===== src/rtl/mc_ctrl_pkg.sv =====
// Shared types and codes for the multicycle MIPS controller.
// Optional macro EXT_INSTR_EN adds the addi/j/bne states to the state enum.
package mc_ctrl_pkg;

  typedef enum logic [3:0] {
    S_FETCH   = 4'd0,
    S_DECODE  = 4'd1,
    S_MEMADR  = 4'd2,
    S_MEMRD   = 4'd3,
    S_MEMWB   = 4'd4,
    S_MEMWR   = 4'd5,
    S_RTYPEEX = 4'd6,
    S_RTYPEWB = 4'd7,
    S_BEQEX   = 4'd8
`ifdef EXT_INSTR_EN
    ,
    S_ADDIEX  = 4'd9,
    S_ADDIWB  = 4'd10,
    S_JEX     = 4'd11,
    S_BNEEX   = 4'd12
`endif
  } state_e;

  typedef enum logic [1:0] {
    ALUOP_ADD   = 2'b00,
    ALUOP_SUB   = 2'b01,
    ALUOP_FUNCT = 2'b10
  } aluop_e;

  localparam logic [5:0] OP_RTYPE = 6'b000000;
  localparam logic [5:0] OP_LW    = 6'b100011;
  localparam logic [5:0] OP_SW    = 6'b101011;
  localparam logic [5:0] OP_BEQ   = 6'b000100;
  localparam logic [5:0] OP_ADDI  = 6'b001000;
  localparam logic [5:0] OP_J     = 6'b000010;
  localparam logic [5:0] OP_BNE   = 6'b000101;

  localparam logic [5:0] FN_ADD = 6'b100000;
  localparam logic [5:0] FN_SUB = 6'b100010;
  localparam logic [5:0] FN_AND = 6'b100100;
  localparam logic [5:0] FN_OR  = 6'b100101;
  localparam logic [5:0] FN_SLT = 6'b101010;

  localparam logic [2:0] ALU_AND = 3'b000;
  localparam logic [2:0] ALU_OR  = 3'b001;
  localparam logic [2:0] ALU_ADD = 3'b010;
  localparam logic [2:0] ALU_SUB = 3'b110;
  localparam logic [2:0] ALU_SLT = 3'b111;

  function automatic logic is_mem_state(input state_e s);
    return (s == S_FETCH) || (s == S_MEMRD) || (s == S_MEMWR);
  endfunction

endpackage


===== src/rtl/mc_aludec.sv =====
// Combinational ALU decoder: (aluop, funct) -> alucontrol, plus a flag for
// funct codes the R-type path cannot execute (independent of aluop).
module mc_aludec
  import mc_ctrl_pkg::*;
(
  input  aluop_e     aluop_i,
  input  logic [5:0] funct_i,
  output logic [2:0] alucontrol_o,
  output logic       funct_bad_o
);

  logic [2:0] functCtrl;

  always_comb begin
    functCtrl   = ALU_AND;
    funct_bad_o = 1'b0;
    case (funct_i)
      FN_ADD:  functCtrl = ALU_ADD;
      FN_SUB:  functCtrl = ALU_SUB;
      FN_AND:  functCtrl = ALU_AND;
      FN_OR:   functCtrl = ALU_OR;
      FN_SLT:  functCtrl = ALU_SLT;
      default: funct_bad_o = 1'b1;
    endcase
  end

  always_comb begin
    alucontrol_o = ALU_ADD;
    case (aluop_i)
      ALUOP_ADD:   alucontrol_o = ALU_ADD;
      ALUOP_SUB:   alucontrol_o = ALU_SUB;
      ALUOP_FUNCT: alucontrol_o = functCtrl;
      default:     alucontrol_o = ALU_ADD;
    endcase
  end

endmodule


===== src/rtl/mc_controller_p.sv =====
// Parametrised multicycle MIPS controller with memory wait states.
// Define EXT_INSTR_EN to compile in the addi, j and bne instructions.
module mc_controller_p
  import mc_ctrl_pkg::*;
#(
  parameter int MEM_LAT = 0,
  parameter int CNT_W   = 4
) (
  input  logic       clk,
  input  logic       reset,
  input  logic [5:0] op,
  input  logic [5:0] funct,
  input  logic       zero,
  output logic       pcen,
  output logic       memwrite,
  output logic       irwrite,
  output logic       regwrite,
  output logic       alusrca,
  output logic       iord,
  output logic       memtoreg,
  output logic       regdst,
  output logic [1:0] alusrcb,
  output logic [1:0] pcsrc,
  output logic [2:0] alucontrol,
  output logic       illegal,
  output logic [3:0] state_dbg
);

  localparam logic [CNT_W-1:0] LAT = CNT_W'(MEM_LAT);

  state_e           state_q, state_d;
  logic [CNT_W-1:0] cnt_q, cnt_d;
  logic             last;
  logic             functBad;
  logic             opIllegal;
  aluop_e           aluop;
  logic             aluEn;
  logic [2:0]       aluDec;
  logic             pcwrite, branch, branchNe;

  mc_aludec u_aludec (
    .aluop_i      (aluop),
    .funct_i      (funct),
    .alucontrol_o (aluDec),
    .funct_bad_o  (functBad)
  );

  assign last       = (cnt_q == LAT);
  assign state_dbg  = state_q;
  assign alucontrol = aluEn ? aluDec : 3'b000;

  always_ff @(posedge clk or negedge reset) begin
    if (!reset) begin
      state_q <= S_FETCH;
      cnt_q   <= '0;
    end else begin
      state_q <= state_d;
      cnt_q   <= cnt_d;
    end
  end

  always_comb begin
    opIllegal = 1'b1;
    case (op)
      OP_LW, OP_SW, OP_BEQ: opIllegal = 1'b0;
      OP_RTYPE:             opIllegal = functBad;
`ifdef EXT_INSTR_EN
      OP_ADDI, OP_J, OP_BNE: opIllegal = 1'b0;
`endif
      default:              opIllegal = 1'b1;
    endcase
  end

  // Memory states hold until the counter reaches MEM_LAT; the counter is zero elsewhere.
  always_comb begin
    state_d = state_q;
    cnt_d   = '0;
    if (is_mem_state(state_q) && !last) begin
      cnt_d = cnt_q + 1'b1;
    end else begin
      case (state_q)
        S_FETCH:  state_d = S_DECODE;
        S_DECODE: begin
          state_d = S_FETCH;
          if (!opIllegal) begin
            case (op)
              OP_LW, OP_SW: state_d = S_MEMADR;
              OP_RTYPE:     state_d = S_RTYPEEX;
              OP_BEQ:       state_d = S_BEQEX;
`ifdef EXT_INSTR_EN
              OP_ADDI:      state_d = S_ADDIEX;
              OP_J:         state_d = S_JEX;
              OP_BNE:       state_d = S_BNEEX;
`endif
              default:      state_d = S_FETCH;
            endcase
          end
        end
        S_MEMADR: state_d = (op == OP_LW) ? S_MEMRD :
                            (op == OP_SW) ? S_MEMWR : S_FETCH;
        S_MEMRD:   state_d = S_MEMWB;
        S_RTYPEEX: state_d = S_RTYPEWB;
`ifdef EXT_INSTR_EN
        S_ADDIEX:  state_d = S_ADDIWB;
`endif
        default:   state_d = S_FETCH;
      endcase
    end
  end

  always_comb begin
    aluop = ALUOP_ADD;
    aluEn = 1'b0;
    case (state_q)
      S_FETCH, S_DECODE, S_MEMADR: aluEn = 1'b1;
      S_RTYPEEX: begin aluEn = 1'b1; aluop = ALUOP_FUNCT; end
      S_BEQEX:   begin aluEn = 1'b1; aluop = ALUOP_SUB; end
`ifdef EXT_INSTR_EN
      S_ADDIEX:  aluEn = 1'b1;
      S_BNEEX:   begin aluEn = 1'b1; aluop = ALUOP_SUB; end
`endif
      default: ;
    endcase
  end

  always_comb begin
    pcwrite  = 1'b0;
    branch   = 1'b0;
    branchNe = 1'b0;
    irwrite  = 1'b0;
    memwrite = 1'b0;
    regwrite = 1'b0;
    alusrca  = 1'b0;
    iord     = 1'b0;
    memtoreg = 1'b0;
    regdst   = 1'b0;
    alusrcb  = 2'b00;
    pcsrc    = 2'b00;
    illegal  = 1'b0;
    case (state_q)
      S_FETCH:   begin alusrcb = 2'b01; irwrite = last; pcwrite = last; end
      S_DECODE:  begin alusrcb = 2'b11; illegal = opIllegal; end
      S_MEMADR:  begin alusrca = 1'b1; alusrcb = 2'b10; end
      S_MEMRD:   iord = 1'b1;
      S_MEMWB:   begin regwrite = 1'b1; memtoreg = 1'b1; end
      S_MEMWR:   begin iord = 1'b1; memwrite = last; end
      S_RTYPEEX: alusrca = 1'b1;
      S_RTYPEWB: begin regwrite = 1'b1; regdst = 1'b1; end
      S_BEQEX:   begin alusrca = 1'b1; pcsrc = 2'b01; branch = 1'b1; end
`ifdef EXT_INSTR_EN
      S_ADDIEX:  begin alusrca = 1'b1; alusrcb = 2'b10; end
      S_ADDIWB:  regwrite = 1'b1;
      S_JEX:     begin pcsrc = 2'b10; pcwrite = 1'b1; end
      S_BNEEX:   begin alusrca = 1'b1; pcsrc = 2'b01; branchNe = 1'b1; end
`endif
      default: ;
    endcase
    pcen = pcwrite | (branch & zero) | (branchNe & ~zero);
    // Strobes must stay quiet for the whole time reset is held low.
    if (!reset) begin
      pcen     = 1'b0;
      irwrite  = 1'b0;
      memwrite = 1'b0;
      regwrite = 1'b0;
      illegal  = 1'b0;
    end
  end

endmodule


===== config.mk =====
export PLATFORM = sky130hd
export DESIGN_NAME = mc_controller_p
export DESIGN_NICKNAME = d
export VERILOG_FILES = /design/src/rtl/mc_ctrl_pkg.sv /design/src/rtl/mc_aludec.sv /design/src/rtl/mc_controller_p.sv
export SDC_FILE = /design/constraint.sdc
export NUM_CORES = 1
export LEC_CHECK = 0
export ABC_AREA = 1
export BUFFER_PORTS_ARGS = -buffer_cell sky130_fd_sc_hd__buf_2
export CELL_PAD_IN_SITES_DETAIL_PLACEMENT = 2
export CELL_PAD_IN_SITES_GLOBAL_PLACEMENT = 2
export CORE_MARGIN = 2
export CORE_UTILIZATION = 23
export CTS_CLUSTER_DIAMETER = 60
export DETAILED_ROUTE_END_ITERATION = 8
export GPL_TIMING_DRIVEN = 0
export PLACE_DENSITY_LB_ADDON = 0.1
export SLEW_MARGIN = 20
export SYNTH_ARGS = -nofsm -noshare
export SYNTH_HDL_FRONTEND = slang
export SYNTH_SLANG_ARGS = --single-unit

===== constraint.sdc =====
create_clock -name clk -period 1.85 [get_ports clk]
set_input_delay 0.2775 -clock clk [delete_from_list [all_inputs] [get_ports clk]]
set_output_delay 0.2775 -clock clk [all_outputs]
set_load 0.01 [all_outputs]

### Word-level counts from Yosys, hierarchy flattened

Index checks and enable logic that the tools add are counted.

| cells by class | value |
|---|---|
| muxes and demuxes | 29 |
| reductions and logical operators | 14 |
| equal/unequal tests | 18 |
| bitwise operators | 2 |
| add/sub/neg operators | 1 |

Operator list:

| operator | count |
|---|---|
| equality test 6 bit, second input constant | 7 |
| one-hot mux 4 bit (5 select lines) | 1 |
| two-way mux 1 bit | 17 |
| equality test 4 x 3 -> 1 bit, second input constant | 4 |
| one-hot mux 3 bit (4 select lines) | 1 |
| one-hot mux 4 bit (3 select lines) | 1 |
| OR reduction 5 bit | 2 |
| two-way mux 3 bit | 3 |
| equality test 4 x 2 -> 1 bit, second input constant | 2 |
| logical NOT 4 bit | 2 |
| two-way mux 4 bit | 2 |
| equality test 6 x 3 -> 1 bit, second input constant | 1 |
| logical NOT 6 bit | 1 |
| one-hot mux 2 bit (3 select lines) | 1 |
| one-hot mux 3 bit (2 select lines) | 1 |
| OR reduction 2 bit | 3 |
| OR reduction 3 bit | 2 |
| adder 4 x 1 -> 4 bit, second input constant | 1 |
| equality test 4 x 1 -> 1 bit, second input constant | 1 |
| equality test 4 bit, second input constant | 1 |
| one-hot mux 2 bit (2 select lines) | 1 |
| equality test 2 x 1 -> 1 bit, second input constant | 1 |
| equality test 2 bit, second input constant | 1 |
| logical OR 1 bit | 2 |
| other kinds (5) | 5 |

| storage, ports and cells | value |
|---|---|
| input bits | 15 |
| register bits | 8 |
| logic and storage cells | 66 |

### Longest topological paths before layout

Gate-level depths: netlist (run 1).

| logic depth | value |
|---|---|
| word-level depth | 6 |
| mapped depth | 9 |
| mapped depth without buffers | 9 |

### By module

From an unflattened synthesis (run 1), not the netlist that was laid out.

| second synthesis, totals | value |
|---|---|
| cells, all modules | 138 |
| area, all modules | 837.1 um^2 |

Modules (own cells, without submodules):

| module | sequential area each (um^2) | instances | area each (um^2) | cells each |
|---|---|---|---|---|
| mc_controller_p | 200.2 | 1 | 688.2 | 109 |
| mc_aludec | 0.0 | 1 | 148.9 | 29 |

### Worst setup path before layout (run 1)

Ideal clock, no wire load.

| path | value |
|---|---|
| kind | register to output |
| from | register state_q[1], in the netlist state_dbg[1] |
| to | output port alucontrol[0] |
| stages on the path, launching flop included | 8 |
| required time | 1.572 ns |
| path buffers | 0 |
| data arrival time | 1.495 ns |
| setup slack | 0.077 ns |
| path through | dfrtp_1 > nor2_1 > inv_1 > nor3_2 > inv_1 > ha_1 > nand2_1 > nor3_2 |

| on the way | value |
|---|---|
| longest elaborated chain between the ends | 5 |
| elaborated cells between the ends (all ways) | 12 |
| classes of those cells | 6 x eq/ne; 4 x mux; 2 x reduce/logical |

Ends and longest elaborated chain:

| what | line | source |
|---|---|---|
| from (decl) | mc_controller_p.sv:31 | `state_e state_q, state_d;` |
| from (signal assigned) | mc_controller_p.sv:57 | `state_q <= state_d;` |
| equality test 4 bit or equality test 4 x 3 -> 1 bit (tied branches) | mc_controller_p.sv:114 | `case (state_q)` |
| one-hot mux 2 bit (2 select lines) | mc_controller_p.sv:114 |  |
| equality test 2 bit or equality test 2 x 1 -> 1 bit (tied branches) | mc_aludec.sv:29 | `case (aluop_i)` |
| one-hot mux 3 bit (2 select lines) | mc_aludec.sv:29 |  |
| two-way mux 3 bit (*) | mc_controller_p.sv:50 | `assign alucontrol = aluEn ? aluDec : 3'b000;` |
| to (decl) | mc_controller_p.sv:24 | `output logic [2:0] alucontrol,` |

Mark *: on every way between the ends. The rest lies on a longest branch, timed or not.

### Worst setup path after layout (run 1)

Ends and elaborated chain as after synthesis.

==> results.ini, run 1 <==
[final_layout]
drive_above_1_share = 0.5056
area_delta_synth_final_pct = 66.77
utilization = 0.3971
fill_cells = 412
nNetsFinal = 202
seq_area_um2 = 205.2
diodes = 0
multiInputGateArea_um2 = 599.3

[pwr]
p_leak_nw = 0.7174
pwr_density_cell_nw_per_um2 = 644.7
p_total_uw = 854.2
irDropWorstVdd_mv = 0.1694

[logic_synthesis]
synthCells = 124
ys_ff_latch = 8
yosys.area.top_type_share = 0.2520
ys_top_cells_by_area = dfrtp_1 25%, nor2_1 11%, nand2_1 10%, inv_1 9.9%, ha_1 7.9%
syn_nets = 144
syn_avg_cell_area_um2 = 6.407
netlist_area_um2 = 794.5
synthDistinctLibCells = 25
yosysWarnings = 0
synth_top_area_cell = dfrtp_1
yosysSeqAreaShare = 0.2520

[die]
core_area_um2 = 3337
dieArea_um2 = 3941
die_y_um = 62.78
num_rows = 21
die_width_um = 62.78
start_util = 0.2381
ioPinCount = 35

[global_routing]
grt_pass1_vias = 1089
grt_pass1_wl_mm = 5.230
grtUsageMet3 = 0.04505
antenna_found_initial = 0
grt_usage = 0.1655
grt_use_met2 = 0.3011
top_usage_layer = met2
grt_max_degree = 10
grt_overflow = 0
use_met1 = 0.1984

[drt]
wl_per_cell_um = 14.45
vias_per_cell = 4.588
drc = 0
postRouteAntennaNets = 0
first_iter_violations = 37
firstDrtPassIters = 4
drt_wl_total_mm = 3.266
route.vias.total = 1037

[run_status]
status = finished with violations
violations = negative setup slack

[timing]
max_freq_mhz = 499.6
finalSetupTns_ns = -0.4460
setup_viol = 3
rsz0062_at_grt = yes
finalWorstSetupSlack_ns = -0.1516
hold_viol_final = 0
finalMaxSlewViolations = 0
finalClockSkew_ns = 0.003257
fin_crit_ns = 2.002
min_period_over_period = 1.082

[worst_setup_path]
arrival_ns = 1.72
crit_chain = nor2_4 > inv_2 > nor3_4 > inv_2 > ha_4 > nand2_4 > nor3_2 > buf_2
cp.required_ns = 1.57
slowest_stage = dfrtp_2
worstPathMaxFanout = 3
end_kind = primary output
start_kind = register
path_common_cell = inv_2
critical_path_class = reg2out
slowest_delay_ns = 0.44

[clock_tree]
numClockSinks = 8
htree_levels = 1
clk_pin_slew_worst_paths_ns = 0.05
max-clock-path-buffers = 2
clockRootBuffer = clkbuf_4
numCtsBuffers = 3
clock_latency_ns = 0.25
cts_tree = yes

[placed_design]
place_congestion = 0.7237
io_buffer_count = 33
place_hpwl_mm = 2.167

[run]
drv_cap = 0

[min_path]
hold_class = in2reg

logic make-up (layout without fill, tap and decap cells):
kind of cell | count (synthesis) | count (layout) | share of synthesized area
XOR/XNOR | 2 | 2 | 0.02205
AND/OR/NAND/NOR | 71 | 71 | 0.4079
adder cells (fa/ha/maj) | 5 | 5 | 0.07874
other | 1 | 1 | 0.004720
flip-flops | 8 | 8 | 0.2520
buffers and inverters | 26 | 82 | 0.1323
AO/OA/AOI/OAI | 11 | 11 | 0.1024
worst paths after layout:
kind,start,slack (ns),cells past startpoint,to
max,state_dbg[1],-0.15,8,alucontrol[0]
min reg2reg,cnt_q[0],0.51,1,cnt_q[0]
max in group asynchronous,reset,0.99,2,state_dbg[2]
max reg2reg,state_dbg[1],0.19,9,state_dbg[3]
min,op[3],0.37,4,state_dbg[1]
min in group asynchronous,reset,0.56,2,cnt_q[2]
critical path, delay by kind of cell, from the launching register on:
family,cells,cell delay [ns]
fa+ha+maj,1,0.30
flops,1,0.44
buf+inv,3,0.31
simple gates,4,0.43
layer usage:
layer / wire length, um / vias to the layer above
met5: 0 / -
li1: - / 500
met4: 0 / 0
met1: 1298 / 506
met3: 166 / 0
met2: 1801 / 31
layout make-up:
class / instances / share of cell area
Timing Repair Buffer: 53 / 0.2455
Multi-Input combinational cell: 90 / 0.4523
Clock buffer: 3 / 0.01700
Inverter: 24 / 0.07554
Buffer: 2 / 0.01133
Tap cell: 46 / 0.04344
Sequential cell: 8 / 0.1549
what timing repair did:
| item | CTS | global route |
|---|---|---|
| setup buffers | 9 | 10 |
| pin swaps | 3 | 9 |
| hold buffers | 1 | 0 |
| resized for setup | 23 | 13 |
| endpoints found under the hold margin | 8 | 0 |
| endpoints found under the setup margin | 6 | 7 |
cell usage in the layout (no fill, tap or decap), drive strengths merged:
cell type and n:
buf 54, nor2 27, nand2 25, inv 24
nand3 9, dfrtp 8, nor3 5, ha 5
nand4 4, a21oi 4, clkbuf 3, o21ai 2
xnor2 1, a21boi 1, and2 1, xor2 1
o21a 1, a31o 1, a41oi 1, o211ai 1
conb 1, dlygate4sd3 1
stage by stage:
step / hold WS (ns) / cells / setup slack [ns] / area [um2]
final: 0.3750 / 226 / -0.1516 / 1325
after global routing: 0.4246 / 226 / -0.2629 / 1325
after CTS: 0.3792 / 216 / -0.1591 / 1200
after detailed placement: 0.1670 / 203 / -0.2303 / 1017
after global placement: 0.1671 / 203 / -0.1857 / 1017
after floorplan: -0.01809 / 124 / 0.07738 / 794.5
registers in the layout, indices dropped and copies added, names as in the netlist:
register   cells
cnt_q          4
state_dbg      4
report_power, final:
part           internal [mW]  switching, mW  total, mW
combinational          0.217          0.293      0.510
clock                 0.0744         0.0622      0.137
sequential             0.191         0.0171      0.208
Yosys cell counts:
cell type  number
a31o_2          1
nor3_1          3
inv_1          21
a41oi_1         1
nand2_2         3
a21oi_1         4
nand3_1         9
nand4_1         4
o21ai_4         1
inv_2           3
dfrtp_1         8
buf_4           2
a21boi_1        1
xor2_1          1
nor2_2          4
and2_1          1
o211ai_1        1
o21ai_0         1
o21a_1          1
ha_1            5
nand2_1        22
conb_1          1
xnor2_1         1
nor3_2          2
nor2_1         23
Note: power is estimated with default switching activity, not from simulation.
==> inputs of run 2 (changes only) <==
--- a/config.mk
+++ b/config.mk
@@ -15,6 +15,7 @@
 export DETAILED_ROUTE_END_ITERATION = 8
 export GPL_TIMING_DRIVEN = 0
 export PLACE_DENSITY_LB_ADDON = 0.1
+export SETUP_SLACK_MARGIN = 0.1
 export SLEW_MARGIN = 20
 export SYNTH_ARGS = -nofsm -noshare
 export SYNTH_HDL_FRONTEND = slang
==> run 2 against run 1 <==
Against the previous run:
- the run still ends with negative setup slack left
- clock power hardly changed
- clock skew is 0.0052 ns higher
- power is 1.3% higher
- global-route usage is 0.49 points higher
- sequential cell count stayed put
- register-to-register slack better by 0.08 ns
- final cell count is 0.44% higher
- worst hold slack better by 0.020 ns
- fmax is 1.0% lower
- utilization is 0.19 points higher
- highest routed layer is now met4
==> results.ini, run 2 (synthesis gave the netlist of run 1 again) <==
[final_layout]
diodes = 0
fin_cells = 227
most-common-layout-cells = 31 x buf_2, 21 x buf_4, 19 x nand2_1
nNetsFinal = 203
drive_above_1_share = 0.5249
area_delta_synth_final_pct = 67.56
stdcell_area_um2 = 1331
utilization = 0.3990
mostFrequentLayoutCell = buf_2
fill_cells = 427

[timing]
min_period_over_period = 1.093
finalClockSkew_ns = 0.008445
finalMaxSlewViolations = 0
setup_viol = 3
max_freq_mhz = 494.5
finalWorstSetupSlack_ns = -0.1723
fin_hold_ws_ns = 0.3946
hold_viol_final = 0
fin_crit_ns = 2.022
rsz0062_at_grt = yes

[worst_setup_path]
slowest_delay_ns = 0.45
worst_r2r_startpoint = state_dbg[2]
start_kind = register
worstPathMaxFanout = 4
rr_worst_depth = 8
critical_path_class = reg2out
cp.required_ns = 1.57
path_common_cell = inv_4
crit_chain = buf_6 > inv_4 > nor2_4 > nand2_4 > inv_4 > nor2_2 > nand4_1 > a21boi_1 > buf_2
reg2reg_setup_slack_ns = 0.27
arrival_ns = 1.74
r2r_end = state_dbg[0]
slowest_stage = dfrtp_2
end_kind = primary output

[placed_design]
dp_slack_ns = -0.2349
place_hpwl_mm = 2.252
place_inst = 203
io_buffer_count = 33
placed_cell_area_um2 = 1022
place_congestion = 0.7109

[global_routing]
grt_usage = 0.1704
grt_pass1_wl_mm = 5.216
grt_max_degree = 10
antenna_found_initial = 0
grt_pass1_vias = 1111
grt_overflow = 0

[min_path]
hold_class = in2reg
worstHoldPathCells = 5
hp-start = op[3]
hold_end = state_dbg[2]

[drt]
met3WireLength_um = 136
vias_per_cell = 4.502
met2_length_mm = 1.880
drc = 0
firstDrtPassIters = 4
met1_length_mm = 1.372
route.vias.total = 1022
wl_per_cell_um = 14.97
routed.top_layer = met4
first_iter_violations = 8
drt_wl_total_mm = 3.399
postRouteAntennaNets = 0

[run_status]
status = finished with violations
violations = negative setup slack

[die]
dieArea_um2 = 3941
die_width_um = 62.78
core_area_um2 = 3337
num_rows = 21
die_y_um = 62.78
start_util = 0.2381
ioPinCount = 35

[run]
drv_cap = 0

[pwr]
p_leak_nw = 0.7154
pwr_density_cell_nw_per_um2 = 650.0
irDropWorstVdd_mv = 0.1913

[clock_tree]
clk_pin_slew_worst_paths_ns = 0.05
max-clock-path-buffers = 2
numClockSinks = 8
htree_levels = 1
numCtsBuffers = 3
clock_latency_ns = 0.26
clockRootBuffer = clkbuf_4
cts_tree = yes

==> run 2: worst max-delay path: cells and delay by family, from the launching register on <==
kind                   cells  cell delay, ns
AO/OA/AOI/OAI              1            0.18
flip-flops                 1            0.45
buffers and inverters      4            0.40
AND/OR/NAND/NOR            4            0.47
==> run 2: worst max-delay path by stage <==
stage | depth (start not counted) | from | endpoint
4_1_cts | 8 | state_dbg[1] | alucontrol[2]
3_3_place_gp | 8 | state_dbg[1] | alucontrol[2]
3_5_place_dp | 8 | state_dbg[1] | alucontrol[2]
6_report | 9 | state_dbg[1] | alucontrol[1]
2_1_floorplan | 7 | state_dbg[1] | alucontrol[0]
5_1_grt | 10 | state_dbg[1] | alucontrol[0]
==> run 2: report_power, final <==
| group | switching (mW) | internal [mW] | leakage, nW |
|---|---|---|---|
| sequential | 0.0301 | 0.191 | 0.103 |
| combinational | 0.287 | 0.224 | 0.598 |
| clock | 0.0597 | 0.0743 | 0.0138 |
| total | 0.376 | 0.489 | 0.715 |
==> run 2: repair_timing <==
item                                   in CTS  in global routing
setup endpoints to repair                   9                 10
setup buffers                              15                  5
pin swaps                                   5                  7
hold buffers                                1                  0
endpoints found under the hold margin       8                  0
resized for setup                          22                 11
==> run 2: final cells by class <==
type,count,area [um2],share of cell area
Clock buffer,3,22.52,0.01692
Multi-Input combinational cell,90,594.3,0.4464
Buffer,2,15.01,0.01128
Inverter,24,95.09,0.07143
Timing Repair Buffer,54,341.6,0.2566
Tap cell,46,57.56,0.04323
Sequential cell,8,205.2,0.1541
==> run 2: through the flow <==
step                total power [mW]  TNS, ns
finish                        0.8654  -0.4948
global route                  0.9221  -0.9082
detailed placement            0.5325  -0.5973
floorplan                     0.4015        0
CTS                           0.7963  -0.5707
global placement              0.5220  -0.4409
==> run 2: per-layer routing <==
metal	track usage	vias up
li1	-	501
met1	0.1938	492
met2	0.3293	27
met3	0.03604	2
met4	0.02500	0
met5	0	-
==> inputs of run 3 (changes only) <==
--- a/config.mk
+++ b/config.mk
@@ -5,12 +5,11 @@
 export SDC_FILE = /design/constraint.sdc
 export NUM_CORES = 1
 export LEC_CHECK = 0
-export ABC_AREA = 1
 export BUFFER_PORTS_ARGS = -buffer_cell sky130_fd_sc_hd__buf_2
 export CELL_PAD_IN_SITES_DETAIL_PLACEMENT = 2
 export CELL_PAD_IN_SITES_GLOBAL_PLACEMENT = 2
 export CORE_MARGIN = 2
-export CORE_UTILIZATION = 23
+export CORE_UTILIZATION = 25
 export CTS_CLUSTER_DIAMETER = 60
 export DETAILED_ROUTE_END_ITERATION = 8
 export GPL_TIMING_DRIVEN = 0
==> run 3 against run 2 <==
Against the previous run:
- the flow still finishes with violations (negative setup slack)
- critical path depth down 2
- die area decreased by 2.5%
- synthesized area is 5.8% higher
- clock power up 25%
- register-to-register slack worse by 0.21 ns
- combinational power is 15% higher
- sequential cell count unchanged
- worst hold slack worse by 0.098 ns
- via count is 12% higher
- critical path type unchanged
- critical endpoint is now alucontrol[0]
- highest routed layer unchanged
==> results.ini, run 3 <==
[final_layout]
utilization = 0.4968
multiInputGateArea_um2 = 798.3
fill_cells = 360
drive_above_1_share = 0.6609
mostFrequentLayoutCell = buf_2
most-common-layout-cells = 31 x buf_2, 23 x buf_4, 14 x buf_6
seq_area_um2 = 202.7
area_delta_synth_final_pct = 94.05
diodes = 0
nNetsFinal = 195

[timing]
finalMaxSlewViolations = 0
setup_viol = 10
hold_viol_final = 0
finalWorstSetupSlack_ns = -0.4041
min_period_over_period = 1.218
rsz0062_at_grt = yes
fin_crit_ns = 2.254
max_freq_mhz = 443.6
finalClockSkew_ns = 0.004446

[pwr]
p_leak_nw = 0.7648
p_total_uw = 951.5
irDropWorstVdd_mv = 0.2478
pwr_density_cell_nw_per_um2 = 583.2

[worst_setup_path]
critical_path_class = reg2out
start_kind = register
r2r_end = state_dbg[1]
reg2reg_setup_slack_ns = 0.06
slowest_stage = dfrtp_1
slowest_delay_ns = 0.39
crit_chain = buf_6 > buf_6 > nand3b_1 > ha_4 > o211ai_1 > nor3_2 > buf_2
worst_r2r_startpoint = cnt_q[1]
rr_worst_depth = 9
worstPathMaxFanout = 3
cp.required_ns = 1.57
end_kind = primary output
path_common_cell = buf_6
arrival_ns = 1.98

[clock_tree]
clk_pin_slew_worst_paths_ns = 0.07
cts_tree = yes
numCtsBuffers = 3
htree_levels = 1
clockRootBuffer = clkbuf_4
clock_latency_ns = 0.28
numClockSinks = 8
max-clock-path-buffers = 2

[drt]
first_iter_violations = 34
wl_per_cell_um = 22.90
postRouteAntennaNets = 0
drc = 0
vias_per_cell = 5.191
firstDrtPassIters = 4
drt_wl_total_mm = 5.038
route.vias.total = 1142

[logic_synthesis]
synthDistinctLibCells = 41
synthAdderAreaFrac = 0.07440
yosysSeqAreaShare = 0.2381
synth_top_area_cell = dfrtp_1
yosysWarnings = 0
synth_mux_area_frac = 0
synth_top_family_by_area = simple AND/OR/NAND/NOR gates
yosys-top-cells-count = 11 x nor2_1, 8 x dfrtp_1, 6 x inv_1, 6 x nand2_1, 6 x nor3_1
synthXorXnorAreaFrac = 0.04167
yosys.area.top_type_share = 0.2381
ys_top_cells_by_area = dfrtp_1 24%, ha_1 7.4%, nor2_1 4.9%, nand2b_1 3.7%, nor3_1 3.6%
syn_nets = 128
ys_ff_latch = 8
netlist_area_um2 = 840.8
synth_compound_area_frac = 0.2158
post-synth-top-count-cell = nor2_1
synthCells = 108
syn_avg_cell_area_um2 = 7.785
yosys_most_used_dff = dfrtp_1
yosys.area_share.simple = 0.3393
synthArstFlopShare = 1.000
synth_edf_count = 0

[global_routing]
grt_pass1_vias = 1137
grt_max_degree = 11
antenna_found_initial = 0
grt_usage = 0.2199
grt_overflow = 0
grt_pass1_wl_mm = 6.016

[die]
start_util = 0.2560
ioPinCount = 35
dieArea_um2 = 3843
core_area_um2 = 3284
die_width_um = 62.00
die_y_um = 62.00
num_rows = 21

[min_path]
hp-start = op[2]
hold_class = in2reg
worstHoldPathCells = 2
hold_end = state_dbg[3]

[run]
drv_cap = 0

[run_status]
violations = negative setup slack
status = finished with violations

[placed_design]
place_hpwl_mm = 2.239
io_buffer_count = 33
place_congestion = 0.7345

## run 3: cell count changes in the layout (fill, tap and decap cells not counted), moves of 4 or more
cell,before,now
and3_1,0,4
buf_6,3,14
inv_1,17,3
nand2_1,19,2
nand2b_4,0,4
nand3_1,8,2
nand4_1,4,0
nor2_1,18,7
## run 3: worst max path at each step
stage	start	end	slack, ns	cells after the start
2_1_floorplan	state_dbg[2]	alucontrol[0]	0.03	6
5_1_grt	state_dbg[2]	alucontrol[0]	-0.47	7
3_5_place_dp	state_dbg[3]	alucontrol[0]	-0.24	6
4_1_cts	state_dbg[2]	alucontrol[1]	-0.34	10
6_report	state_dbg[2]	alucontrol[0]	-0.40	7
3_3_place_gp	state_dbg[3]	alucontrol[0]	-0.19	6
## run 3: timing repair
item	4_1_cts	5_1_grt
hold endpoints to repair	8	0
endpoints found under the setup margin	12	21
hold buffers	1	0
gates resized for setup	30	32
buffers inserted	26	5
pin swaps	14	14
## run 3: critical path: cells and delay by family (launching register included)
kind,cells,cell delay [ns]
simple gates,2,0.43
buf+inv,3,0.39
fa+ha+maj,1,0.35
compound gates,1,0.13
flops,1,0.39
## run 3: cells by family (layout without fill, tap and decap cells)
logic type / Yosys count / in the layout
AND/OR/NAND/NOR: 48 / 48
buffers and inverters: 16 / 82
flip-flops: 8 / 8
XOR/XNOR: 4 / 4
AO/OA/AOI/OAI: 26 / 26
other: 1 / 1
adder cells (fa/ha/maj): 5 / 5
## run 3: per-stage QoR
stage                     hold WS [ns]  cell area, um2  setup TNS, ns  setup WS, ns  instances
after detailed placement        0.1637            1121        -0.5822       -0.2363        187
after CTS                       0.2958            1480         -1.331       -0.3389        218
after global placement          0.1643            1121        -0.4047       -0.1852        187
after floorplan               -0.01809           898.4              0       0.03169        108
final                           0.2961            1632         -1.739       -0.4041        220
after global routing            0.2868            1632         -2.309       -0.4671        220
## run 3: final cells by class
class | count | share of cell area
inverter | 8 | 0.02301
multi-input combinational | 84 | 0.4893
buffer | 8 | 0.05445
sequential | 8 | 0.1242
tap | 46 | 0.03528
timing repair buffer | 62 | 0.2577
clock buffer | 4 | 0.01610
## run 3: where the power goes
| group | total [mW] | switching [mW] | internal, mW |
|---|---|---|---|
| Clock | 0.168 | 0.0838 | 0.0839 |
| Combinational | 0.586 | 0.334 | 0.252 |
| Sequential | 0.197 | 0.00978 | 0.188 |
## run 3: per-layer routing
| metal | wire [um] | up-vias | share of wire | track usage |
|---|---|---|---|---|
| li1 | - | 513 | - | - |
| met1 | 2077 | 576 | 0.41 | 0.2768 |
| met2 | 2583 | 36 | 0.51 | 0.3943 |
| met3 | 216 | 17 | 0.043 | 0.03934 |
| met4 | 161 | 0 | 0.032 | 0.03647 |
| met5 | 0 | - | 0 | 0 |
